<file path="config.mk">
export PLATFORM = sky130hd
export DESIGN_NAME = bitwise_serial_unit_flat
export DESIGN_NICKNAME = d
export VERILOG_FILES = /design/src/rtl/bitwise_serial_unit_pkg.sv /design/src/rtl/bitwise_serial_unit_if.sv /design/src/rtl/bitwise_serial_unit_chunk.sv /design/src/rtl/bitwise_serial_unit.sv /design/src/flat_wrapper.sv
export SDC_FILE = /design/constraint.sdc
export NUM_CORES = 1
export LEC_CHECK = 0
export CORE_UTILIZATION = 55
export DETAILED_ROUTE_END_ITERATION = 12
export DONT_BUFFER_PORTS = 1
export PLACE_DENSITY = 0.71
export SLEW_MARGIN = 20
export SYNTH_ARGS = -nofsm -noshare
export SYNTH_HDL_FRONTEND = slang
export SYNTH_HIERARCHICAL = 1
export SYNTH_SLANG_ARGS = --single-unit
</file>
<file path="constraint.sdc">
create_clock -name clk -period 3.5 [get_ports clk]
set_input_delay 0.525 -clock clk [delete_from_list [all_inputs] [get_ports clk]]
set_output_delay 0.525 -clock clk [all_outputs]
set_load 0.05 [all_outputs]
</file>
<file path="src/rtl/bitwise_serial_unit_pkg.sv">
// Shared op encodings, FSM state type and sizing helper for the chunked bitwise unit.
// Any ALU extension reuses these encodings.
package bitwise_serial_unit_pkg;

  localparam logic [1:0] OP_AND  = 2'b00;
  localparam logic [1:0] OP_OR   = 2'b01;
  localparam logic [1:0] OP_XOR  = 2'b10;
  localparam logic [1:0] OP_NAND = 2'b11;

  typedef enum logic [1:0] {
    ST_IDLE = 2'b00,
    ST_RUN  = 2'b01,
    ST_DONE = 2'b10
  } state_t;

  // A single chunk still needs a one-bit counter.
  function automatic int cnt_width(input int nchunk);
    return (nchunk <= 2) ? 1 : $clog2(nchunk);
  endfunction

endpackage

</file>
<file path="src/rtl/bitwise_serial_unit_if.sv">
// Request/response bundle for bitwise_serial_unit.
// Handshakes: a transfer happens on a rising clk edge where valid and ready are both 1.
interface bitwise_serial_unit_if #(
  parameter int WIDTH = 16
);
  logic             in_valid;
  logic             in_ready;
  logic [1:0]       op;
  logic [WIDTH-1:0] a;
  logic [WIDTH-1:0] b;
  logic             out_valid;
  logic             out_ready;
  logic [WIDTH-1:0] out;
  logic             zr;

  modport master (
    output in_valid, op, a, b, out_ready,
    input  in_ready, out_valid, out, zr
  );

  modport slave (
    input  in_valid, op, a, b, out_ready,
    output in_ready, out_valid, out, zr
  );
endinterface

</file>
<file path="src/rtl/bitwise_serial_unit_chunk.sv">
// Purely combinational CHUNK-bit slice evaluator; time-multiplexed by the top over all chunks.
module bitwise_chunk
  import bitwise_serial_unit_pkg::*;
#(
  parameter int CHUNK = 4
) (
  input  logic [1:0]       op,
  input  logic [CHUNK-1:0] a,
  input  logic [CHUNK-1:0] b,
  output logic [CHUNK-1:0] y
);

  always_comb begin
    y = '0;
    unique case (op)
      OP_AND:  y = a & b;
      OP_OR:   y = a | b;
      OP_XOR:  y = a ^ b;
      OP_NAND: y = ~(a & b);
      default: y = '0;
    endcase
  end

endmodule

</file>
<file path="src/rtl/bitwise_serial_unit.sv">
// Handshaked bitwise logic unit: captures a/b/op, evaluates CHUNK bits per cycle,
// then presents the registered result and zero flag until the consumer takes it.
module bitwise_serial_unit
  import bitwise_serial_unit_pkg::*;
#(
  parameter int WIDTH = 16,
  parameter int CHUNK = 4
) (
  input  logic                  clk,
  input  logic                  reset,
  bitwise_serial_unit_if.slave  bus,
  output state_t                dbg_state
);

  localparam int NCHUNK = WIDTH / CHUNK;
  localparam int CW     = cnt_width(NCHUNK);
  localparam logic [CW-1:0] LAST_CNT = CW'(NCHUNK - 1);

  if (WIDTH % CHUNK != 0) begin : g_bad_chunk
    $error("bitwise_serial_unit: WIDTH must be a multiple of CHUNK");
  end

  state_t           state_q, state_d;
  logic [CW-1:0]    cnt_q, cnt_d;
  logic [1:0]       op_q, op_d;
  logic [WIDTH-1:0] a_q, a_d;
  logic [WIDTH-1:0] b_q, b_d;
  logic [WIDTH-1:0] result_q, result_d;
  logic             zr_q, zr_d;

  int               idx;
  logic [CHUNK-1:0] chunk_a;
  logic [CHUNK-1:0] chunk_b;
  logic [CHUNK-1:0] chunk_y;

  // Chunk select driven by the counter; only meaningful in RUN.
  always_comb begin
    idx     = int'(cnt_q) * CHUNK;
    chunk_a = a_q[idx +: CHUNK];
    chunk_b = b_q[idx +: CHUNK];
  end

  bitwise_chunk #(.CHUNK(CHUNK)) u_chunk (
    .op (op_q),
    .a  (chunk_a),
    .b  (chunk_b),
    .y  (chunk_y)
  );

  always_comb begin
    state_d  = state_q;
    cnt_d    = cnt_q;
    op_d     = op_q;
    a_d      = a_q;
    b_d      = b_q;
    result_d = result_q;
    zr_d     = zr_q;
    unique case (state_q)
      ST_IDLE: begin
        if (bus.in_valid) begin
          op_d    = bus.op;
          a_d     = bus.a;
          b_d     = bus.b;
          cnt_d   = '0;
          state_d = ST_RUN;
        end
      end
      ST_RUN: begin
        result_d[idx +: CHUNK] = chunk_y;
        if (cnt_q == LAST_CNT) begin
          // Flag reflects the full word, including the chunk written this cycle.
          zr_d    = (result_d == '0);
          cnt_d   = '0;
          state_d = ST_DONE;
        end else begin
          cnt_d = cnt_q + 1'b1;
        end
      end
      ST_DONE: begin
        if (bus.out_ready) begin
          state_d = ST_IDLE;
        end
      end
      default: state_d = ST_IDLE;
    endcase
  end

  always_ff @(posedge clk) begin
    if (reset) begin
      state_q  <= ST_IDLE;
      cnt_q    <= '0;
      op_q     <= '0;
      a_q      <= '0;
      b_q      <= '0;
      result_q <= '0;
      zr_q     <= 1'b0;
    end else begin
      state_q  <= state_d;
      cnt_q    <= cnt_d;
      op_q     <= op_d;
      a_q      <= a_d;
      b_q      <= b_d;
      result_q <= result_d;
      zr_q     <= zr_d;
    end
  end

  assign bus.in_ready  = (state_q == ST_IDLE) && !reset;
  assign bus.out_valid = (state_q == ST_DONE);
  assign bus.out       = result_q;
  assign bus.zr        = zr_q;
  assign dbg_state     = state_q;

endmodule
</file>
<file path="src/flat_wrapper.sv">
// flat-port wrapper written by rule: the top's interface ports become plain ports
module bitwise_serial_unit_flat import bitwise_serial_unit_pkg::*;
#(
  parameter int WIDTH = 16,
  parameter int CHUNK = 4
)
  (clk, reset, dbg_state, bus_in_valid, bus_op, bus_a, bus_b, bus_out_ready, bus_in_ready, bus_out_valid, bus_out, bus_zr);
  bitwise_serial_unit_if #(.WIDTH(WIDTH)) bus_i ();
  input  logic clk;
  input  logic reset;
  output state_t dbg_state;
  input wire logic [$bits(bus_i.in_valid)-1:0] bus_in_valid;
  input wire logic [$bits(bus_i.op)-1:0] bus_op;
  input wire logic [$bits(bus_i.a)-1:0] bus_a;
  input wire logic [$bits(bus_i.b)-1:0] bus_b;
  input wire logic [$bits(bus_i.out_ready)-1:0] bus_out_ready;
  output wire logic [$bits(bus_i.in_ready)-1:0] bus_in_ready;
  output wire logic [$bits(bus_i.out_valid)-1:0] bus_out_valid;
  output wire logic [$bits(bus_i.out)-1:0] bus_out;
  output wire logic [$bits(bus_i.zr)-1:0] bus_zr;
  assign bus_i.in_valid = bus_in_valid;
  assign bus_i.op = bus_op;
  assign bus_i.a = bus_a;
  assign bus_i.b = bus_b;
  assign bus_i.out_ready = bus_out_ready;
  assign bus_in_ready = bus_i.in_ready;
  assign bus_out_valid = bus_i.out_valid;
  assign bus_out = bus_i.out;
  assign bus_zr = bus_i.zr;
  bitwise_serial_unit #(.WIDTH(WIDTH), .CHUNK(CHUNK)) u_core (.clk(clk), .reset(reset), .bus(bus_i), .dbg_state(dbg_state));
endmodule
</file>
==> results.json <==
{
  "run_status": "completed",
  "total_count_of_max_transition_violations_in_the_final_report": 0,
  "port_buffers": 0,
  "cts_root_buffer": "sky130_fd_sc_hd__clkbuf_8",
  "vias": 2003,
  "synthesis.yosys.warnings": 6,
  "dieHeight_um": 72.10,
  "critPathCaptureType": "flip-flop",
  "max_slew.worst_pin.slew_ps": 657.7,
  "netlist.area_leader.share_pct": 40.74,
  "synthesis.area_sq_um": 2703,
  "vdd_drop_max_mv": 0.2289,
  "most_common_cell_in_the_synthesized_netlist": "sky130_fd_sc_hd__nand2_1",
  "synth-compound-area-share_pct": 13.98,
  "cp.arrival_ps": 3050,
  "post_synth_xor_area_fraction_pct": 0,
  "synthesis.area_per_instance_sq_um": 8.890,
  "antenna_found_initial": 0,
  "ctsHoldBuffers": 0,
  "postSynthNetCount": 356,
  "antenna_violating_nets_left": 0,
  "proportion_of_register_bits_with_asynchronous_set_or_reset_after_synthesis_pct": 0,
  "cts_inserted_buffers": 5,
  "critPathMaxFanout": 9,
  "power.static_leakage_uw": 0.001027,
  "rsz_0062_raised_after_global_routing": "false",
  "finalCriticalPeriod_ps": 2849,
  "io_pins": 59,
  "gr-total-overflow": 0,
  "final.setup_skew_ps": 5.106,
  "final_hold_viol_count": 0,
  "cp_data_required_time_ps": 3700,
  "gp_routability_congestion": 0.8391,
  "routedWlPerCell_um": 14.33,
  "yosys.area_share.adder_pct": 6.481,
  "tritoncts": "done",
  "pwr_density_cell_nw_per_um2": 441.0,
  "design.die.area_sq_um": 5198,
  "ctsLongestPathBuffers": 2,
  "place_ws_ps": 645.0,
  "detailed_place_hpwl_um": 3646,
  "detail_route.first_pass.iterations": 4,
  "synth.yosys.seq_area_share_pct": 40.74,
  "finalWorstSetupSlack_ps": 650.7,
  "yosysUniqueCellTypes": 40,
  "drt-initial-drc-count": 92,
  "grt_pass1_wl_um": 8597,
  "viasPerCell": 5.564,
  "post-cts-setup-buffer-count": 0,
  "floorplan.initialDensity_pct": 57.22,
  "layout-area-overhead-vs-synth_pct": 2.917,
  "relative_slew_slack_pct": 56.00,
  "antenna_cells": 0,
  "startpoint_type": "flip-flop",
  "fmax_ghz": 0.3510,
  "timing.setup.critical_path_class": "flip-flop to flip-flop",
  "htree_num_levels": 2,
  "drv.max_cap_violation_count": 0,
  "postRouteWirelength_um": 5158,
  "synth_largest_area_cell": "sky130_fd_sc_hd__dfxtp_1",
  "clock_insertion_delay_worst_skew_ps": 300,
  "muxShareOfSynthArea_pct": 11.85,
  "postSynthRegisterBits": 55,
  "post_cts_resized": 0,
  "via_count_of_the_first_global_routing_pass": 1881,
  "gate_count_after_technology_mapping": 304,
  "nets": 344,
  "drive_above_1_share_pct": 9.898,
  "num-fill-cells": 423,
  "postLayoutCellArea_sq_um": 2781,
  "setup-violations-final": 0,
  "ys_dominant_reg_cell": "sky130_fd_sc_hd__dfxtp_1",
  "grt.total_usage_pct": 20.97,
  "synth.top_cells.by_area": "sky130_fd_sc_hd__dfxtp_1, sky130_fd_sc_hd__nand2_1, sky130_fd_sc_hd__a21oi_1",
  "fp-row-count": 25,
  "clkTransAtPathRegs_ps": 90,
  "layout_worst_path_cycle_share_pct": 81.41,
  "synth-edff-count": 0,
  "core_area_sq_um": 4723,
  "yosys.area_share.simple_pct": 20.79,
  "combinational_family_with_the_most_area_after_synthesis": "simple AND/OR/NAND/NOR gates",
  "holdCritPathClass": "input pin to flip-flop",
  "drt_drc_violations_left": 0,
  "clock_sinks": 55,
  "synth_common_cells": "sky130_fd_sc_hd__nand2_1, sky130_fd_sc_hd__dfxtp_1, sky130_fd_sc_hd__a21oi_1",
  "placed_cell_area_sq_um": 2680,
  "grt_max_degree": 58,
  "x_dimension_of_the_die_um": 72.10,
  "utilization_pct": 58.89,
  "tns_setup_ps": 0
}
[layout make-up]
type                       instances  area [sq um]  share of cell area [%]
inverter                          10         37.54                   1.350
tap                               67         83.83                   3.014
multi-input combinational        217          1436                   51.64
timing repair buffer               3         22.52                  0.8097
clock buffer                       8         100.1                   3.599
sequential                        55          1101                   39.59
[routing by layer]
layer	vias up	share of wire [%]	track usage [%]
met1	933	48	27.67
li1	1018	-	-
met2	46	46	34.27
met5	-	0	0
met3	6	4.8	5.139
met4	0	1.1	5.882
[report_power, final]
group / switching, uW / total [uW] / internal, uW
Clock: 191 / 372 / 181
Sequential: 37.5 / 692 / 654
Combinational: 88.2 / 163 / 75.2
[worst max-delay path, cell delays in order, from the launching register on]
cell and delay, ps:
sky130_fd_sc_hd__dfxtp_1 670, sky130_fd_sc_hd__mux4_2 610, sky130_fd_sc_hd__ha_1 220, sky130_fd_sc_hd__mux2_4 260, sky130_fd_sc_hd__mux2i_1 500, sky130_fd_sc_hd__or4_1 200
sky130_fd_sc_hd__o21ai_0 80, sky130_fd_sc_hd__a41o_1 210
[layout by cell type (no fill, tap or decap), types with 2 or more instances in the layout]
cell type and instances:
sky130_fd_sc_hd__nand2_2 2, sky130_fd_sc_hd__ha_1 14, sky130_fd_sc_hd__a31oi_1 2, sky130_fd_sc_hd__nand2b_1 2, sky130_fd_sc_hd__buf_4 3, sky130_fd_sc_hd__inv_1 10, sky130_fd_sc_hd__nor4_1 3, sky130_fd_sc_hd__mux2i_1 8
sky130_fd_sc_hd__a211oi_1 2, sky130_fd_sc_hd__a21oi_1 37, sky130_fd_sc_hd__nor3_1 3, sky130_fd_sc_hd__a32oi_1 14, sky130_fd_sc_hd__nand2_1 73, sky130_fd_sc_hd__nor2_1 23, sky130_fd_sc_hd__mux2_4 4, sky130_fd_sc_hd__dfxtp_1 55
sky130_fd_sc_hd__clkbuf_8 7, sky130_fd_sc_hd__nand3b_1 2, sky130_fd_sc_hd__mux4_2 8, sky130_fd_sc_hd__nor2b_1 3
[state kept, by name, summed over array words and instances (netlist names)]
signal and flops:
u_core/op_q 2, u_core/a_q 16, u_core/bus.zr 1, u_core/bus.out 16, u_core/dbg_state 2, u_core/cnt_q 2
u_core/b_q 16
[path summary, 6_finish.rpt]
kind / slack (ps) / start / end / cells after the start
hold / removal: 280 / reset / u_core/dbg_state[1] / 1
hold reg to reg: 450 / u_core/a_q[11] / u_core/a_q[11] / 2
setup reg to reg: 650 / u_core/cnt_q[0] / u_core/bus.zr / 7
setup / recovery: 650 / u_core/cnt_q[0] / u_core/bus.zr / 7
[per-stage QoR]
stage	hold slack [ps]	power (uW)	cells
CTS	267.7	1238	360
global placement	436.0	864.3	352
detailed placement	441.9	871.0	352
finish	279.4	1227	360
floorplan	433.1	855.0	304
global route	257.2	1290	360
[cell families (layout without fill, tap and decap cells)]
logic type | count (synthesis) | count (layout)
muxes | 20 | 20
AOI/OAI and AO/OA | 61 | 61
DFF | 55 | 55
buffers and inverters | 32 | 21
and+or+nand+nor | 122 | 122
adders and majority gates | 14 | 14
Power figures use the tool's default switching activity.
